==> src/rtl/signal_product_averager.sv <==
// Three-stage pipeline: select and multiply, scale by 9/8 or 3/8, then a
// DEPTH-sample moving average kept as a running sum over a circular buffer.
module signal_product_averager #(
    parameter int W          = 16,
    parameter int LOG2_DEPTH = 3
) (
    input  logic           clk,
    input  logic           rst,
    input  logic           clear,
    input  logic           in_valid,
    input  logic [W-1:0]   D1,
    input  logic [W-1:0]   D2,
    input  logic [W-1:0]   D3,
    input  logic [W-1:0]   D4,
    input  logic           Select,
    output logic           out_valid,
    output logic [2*W:0]   MPavg,
    output logic           warm
);

    localparam int DEPTH = 1 << LOG2_DEPTH;
    localparam int PW    = 2 * W;
    localparam int SW    = 2 * W + 1;
    localparam int SUMW  = SW + LOG2_DEPTH;
    localparam int CW    = LOG2_DEPTH + 1;
    localparam logic [CW-1:0] DEPTH_C = CW'(DEPTH);

    // 9*P or 3*P at full precision (2W+4 bits), truncated only by the final >>3.
    function automatic logic [SW-1:0] scale_product(input logic [PW-1:0] p, input logic sel);
        logic [PW+3:0] pe;
        logic [PW+3:0] wide;
        pe   = {4'b0000, p};
        wide = sel ? (pe + (pe << 1)) : (pe + (pe << 3));
        return wide[PW+3:3];
    endfunction

    logic              vld_p1;
    logic              sel_p1;
    logic [PW-1:0]     p_p1;
    logic              vld_p2;
    logic [SW-1:0]     s_p2;

    logic [SW-1:0]         win_buf [DEPTH];
    logic [SUMW-1:0]       sum;
    logic [LOG2_DEPTH-1:0] wr_ptr;
    logic [CW-1:0]         count;

    logic [SUMW-1:0]       sum_next;
    logic [CW-1:0]         count_next;

    // ---- stage 1: operand select and multiply ----
    always_ff @(posedge clk) begin
        if (rst || clear) begin
            vld_p1 <= 1'b0;
        end else begin
            vld_p1 <= in_valid;
        end
    end

    always_ff @(posedge clk) begin
        sel_p1 <= Select;
        p_p1   <= Select ? ({{W{1'b0}}, D3} * {{W{1'b0}}, D4})
                         : ({{W{1'b0}}, D1} * {{W{1'b0}}, D2});
    end

    // ---- stage 2: scaling ----
    always_ff @(posedge clk) begin
        if (rst || clear) begin
            vld_p2 <= 1'b0;
        end else begin
            vld_p2 <= vld_p1;
        end
    end

    always_ff @(posedge clk) begin
        s_p2 <= scale_product(p_p1, sel_p1);
    end

    // ---- stage 3: window update ----
    // Oldest slot is retired and the newest added in one expression, so the
    // running sum never passes through an intermediate value.
    always_comb begin
        sum_next   = sum - SUMW'(win_buf[wr_ptr]) + SUMW'(s_p2);
        count_next = (count == DEPTH_C) ? count : count + 1'b1;
    end

    always_ff @(posedge clk) begin
        if (rst || clear) begin
            for (int i = 0; i < DEPTH; i++) begin
                win_buf[i] <= '0;
            end
            sum       <= '0;
            wr_ptr    <= '0;
            count     <= '0;
            warm      <= 1'b0;
            out_valid <= 1'b0;
            MPavg     <= '0;
        end else if (vld_p2) begin
            win_buf[wr_ptr] <= s_p2;
            sum             <= sum_next;
            wr_ptr          <= wr_ptr + 1'b1;
            count           <= count_next;
            warm            <= (count_next == DEPTH_C);
            out_valid       <= 1'b1;
            MPavg           <= sum_next[SUMW-1:LOG2_DEPTH];
        end else begin
            out_valid <= 1'b0;
        end
    end

endmodule

==> config.mk <==
export PLATFORM = sky130hd
export DESIGN_NAME = signal_product_averager
export DESIGN_NICKNAME = d
export VERILOG_FILES = /design/src/rtl/signal_product_averager.sv
export SDC_FILE = /design/constraint.sdc
export NUM_CORES = 2
export LEC_CHECK = 0
export BUFFER_PORTS_ARGS = -buffer_cell sky130_fd_sc_hd__buf_4
export CELL_PAD_IN_SITES_DETAIL_PLACEMENT = 1
export CELL_PAD_IN_SITES_GLOBAL_PLACEMENT = 2
export CORE_ASPECT_RATIO = 0.7
export CORE_MARGIN = 1
export CORE_UTILIZATION = 43
export DETAILED_ROUTE_END_ITERATION = 10
export PLACE_DENSITY_LB_ADDON = 0.1
export RECOVER_POWER = 100
export SYNTH_ARGS = -nofsm -noshare
export SYNTH_HDL_FRONTEND = slang
export SYNTH_SLANG_ARGS = --single-unit
==> constraint.sdc <==
create_clock -name clk -period 7.2 [get_ports clk]
set_clock_uncertainty 0.2 [all_clocks]
set_input_delay 0.72 -clock clk [delete_from_list [all_inputs] [get_ports clk]]
set_output_delay 0.72 -clock clk [all_outputs]
set_load 0.01 [all_outputs]
==> impl_metrics.ini <==
[clock_network]
ctsHtreeMaxLevel = 2
clkTransAtPathRegs_ns = 0.06
clk_latency_ns = 0.59
numCtsBuffers = 42
clkSinkCount = 380
cts_buffer_depth = 3
cts_tree = yes
root_buffer = clkbuf_16

[power]
switchingPower_mw = 10.9
clkPwrFrac_pct = 10.7
total_leakage_power_nw = 18.1
p_seq_share_pct = 14.0
cellPowerDensity_nw_per_um2 = 513
swShare_pct = 51.7
power.total_mw = 21.0
p_comb_share_pct = 75.3
peakVddDrop_v = 0.000507
internal-power_mw = 10.2

[setup_path]
arrival_ns = 7.08
r2r_slack_ns = 0.36
worstPathMaxFanout = 44
worstReg2RegEnd = MPavg[32]
startpoint_type = register
worstPathRequired_ns = 7.44
r2r_cells = 15
worstSetupEndpointType = register
worstSetupPathType = reg -> reg

[grt]
grt_use_total_pct = 25.0
antenna_found_initial = 4
grt_start_max_net_pins = 89
grt_pass1_vias = 30600
overflow = 0
grt_first_pass_wirelength_um = 177000

[timing]
timing.fmax_ghz = 0.146
worst_slew_pin_slew_ns = 2.56
setup_viol = 0
min_period_over_period_pct = 95.0
fin_ws_ns = 0.363
slew_headroom_pct = -72.0
hold_viol = 0
drv_slew = 455
rsz0062_at_grt = false
period_minus_slack_ns = 6.84

[logic_synthesis]
synth_flop_cell = edfxtp_1
syn_inst = 3851
ys_ff_latch = 380
seq_area_frac_synth_pct = 26.7
synth_cell_type_count = 90
syn_area_per_cell_um2 = 9.95
syn_nets = 4649
async_reset_ff_share_pct = 0
mappedNetlistArea_um2 = 38300
ys_warn_count = 0
synth-edff-count = 264

[cells_and_area]
nets = 4604
finish.utilization_pct = 46.5
final_common_cell = inv_1
synthToLayoutAreaGrowth_pct = 6.99
stdcell_area_um2 = 41000
drive_above_1_share_pct = 7.40
final.fill_count = 9880
final_cell_mix = inv_1 (579), fa_1 (422), nand2_1 (388), ha_1 (307), edfxtp_1 (264)
fin_cells = 5003

[job]
maxCapViolations = 13

[floorplan]
die_area_um2 = 90400
core_area_um2 = 88100
ios = 104
die_height_um = 252
initial_core_util_pct = 43.5
rows = 91
die_width_um = 359

[hold_path]
holdPathEnd = vld_p1
hold_depth = 2
hold_path_class = in -> reg
holdCritStartpoint = in_valid

[status]
violations = max-capacitance violations, max-slew violations
status = complete, but fails checks

[placement]
place.gp.congestion = 0.851
post-place-ws_ns = -0.124
io_buffers = 103
place_inst = 4924
hpwlAfterDp_um = 84100
placed_area_um2 = 40000

[detailed_routing]
firstDrtPassIters = 7
vias_per_cell = 5.54
antenna_left = 0
routed_wl_um = 111000
wl_per_cell_um = 22.2
first_iter_violations = 1658
post-route-drc-count = 0
vias = 27700
==> state kept, by name, summed over array words and instances (netlist names), named ones only <==
register,cells
MPavg,33
count,4
out_valid,1
p_p1,32
s_p2,33
sel_p1,1
sum,3
vld_p1,1
vld_p2,1
warm,1
win_buf,264
wr_ptr,3
==> Yosys cell counts, drive strengths merged (38+ instances only) <==
library cell | instances | share of area (%)
clkbuf | 169 | 1.7
mux2i | 41 | 1.1
nand2 | 389 | 3.8
fa | 422 | 22
xor2 | 52 | 1.2
dfxtp | 116 | 6.1
nor2 | 113 | 1.1
a21oi | 142 | 1.9
inv | 580 | 5.7
nor3 | 113 | 1.5
buf | 52 | 0.83
nor4 | 138 | 2.3
mux2 | 38 | 1.1
edfxtp | 264 | 21
xnor2 | 91 | 2.1
a21o | 74 | 1.4
mux4 | 66 | 3.9
ha | 307 | 10
o21ai | 101 | 1.4
and2 | 274 | 4.5
==> power by group through the flow <==
stage	clock (mW)	sequential (mW)	combinational (mW)
after global routing	2.38	2.98	17.8
after CTS	2.29	2.94	16.1
after floorplan	0	2.84	11.5
final	2.26	2.95	15.8
after global placement	0	2.98	15.7
after detailed placement	0	2.99	16.0
==> cells by family after synthesis <==
| family | count (synthesis) | share of synthesized area (%) |
|---|---|---|
| simple gates | 1156 | 15.2 |
| fa+ha+maj | 729 | 32.1 |
| flops | 380 | 26.7 |
| compound gates | 464 | 8.12 |
| mux | 145 | 6.07 |
| xor+xnor | 143 | 3.27 |
| buf+inv | 834 | 8.49 |
==> critical path, stage by stage (launching register included) <==
cell and delay, ns:
dfxtp_2 0.81, clkbuf_2 1.26, mux4_2 0.44, mux2_2 0.30
fa_1 0.48, inv_1 0.04, ha_1 0.34, nand3_1 0.12
o2111ai_1 0.64, o211ai_1 0.26, a31oi_1 0.64, a31oi_1 0.29
o31ai_4 0.35, mux2i_1 0.26, xnor2_1 0.14, nor2_1 0.06
==> how the worst max path moves through the flow <==
stage	cells after the start	start	end	slack (ns)
finish	15	register	MPavg[32]	0.36
global route	15	register	MPavg[32]	0.16
CTS	21	D4[4]	p_p1[31]	0.45
detailed placement	22	D4[7]	p_p1[31]	-0.12
global placement	22	D4[7]	p_p1[31]	0.10
floorplan	22	D3[7]	p_p1[31]	0.77
==> what timing repair did <==
item	CTS	global route
endpoints found under the setup margin	0	1
hold buffers	0	0
buffers inserted	0	0
resized for setup	0	1
==> through the flow <==
step / hold slack, ns / setup TNS, ns
2_1_floorplan: 0.206 / 0
3_3_place_gp: 0.211 / 0
3_5_place_dp: 0.223 / -0.155
4_1_cts: 0.122 / 0
5_1_grt: 0.155 / 0
6_report: 0.162 / 0
==> final cells by class <==
type / count / area [um2] / area share, %
clock buffer: 55 / 1180 / 2.88
multi-input combinational: 2637 / 24700 / 60.3
inverter: 613 / 2300 / 5.61
clock inverter: 23 / 244 / 0.595
timing repair buffer: 132 / 820 / 2.00
tap: 1162 / 1450 / 3.55
antenna: 1 / 2.50 / 0.00610
sequential: 380 / 10300 / 25.0
==> per-layer routing <==
| metal | part of all wire [%] | GRT usage (%) | vias to the layer above | routed length (um) |
|---|---|---|---|---|
| li1 | - | - | 12700 | - |
| met2 | 48 | 42.5 | 526 | 53500 |
| met1 | 47 | 35.1 | 14400 | 52100 |
| met3 | 3.4 | 2.33 | 96 | 3810 |
| met4 | 1.4 | 4.28 | 2 | 1580 |
| met5 | 0.013 | 0 | - | 14 |
No activity file was read; power rests on OpenSTA's default activity.
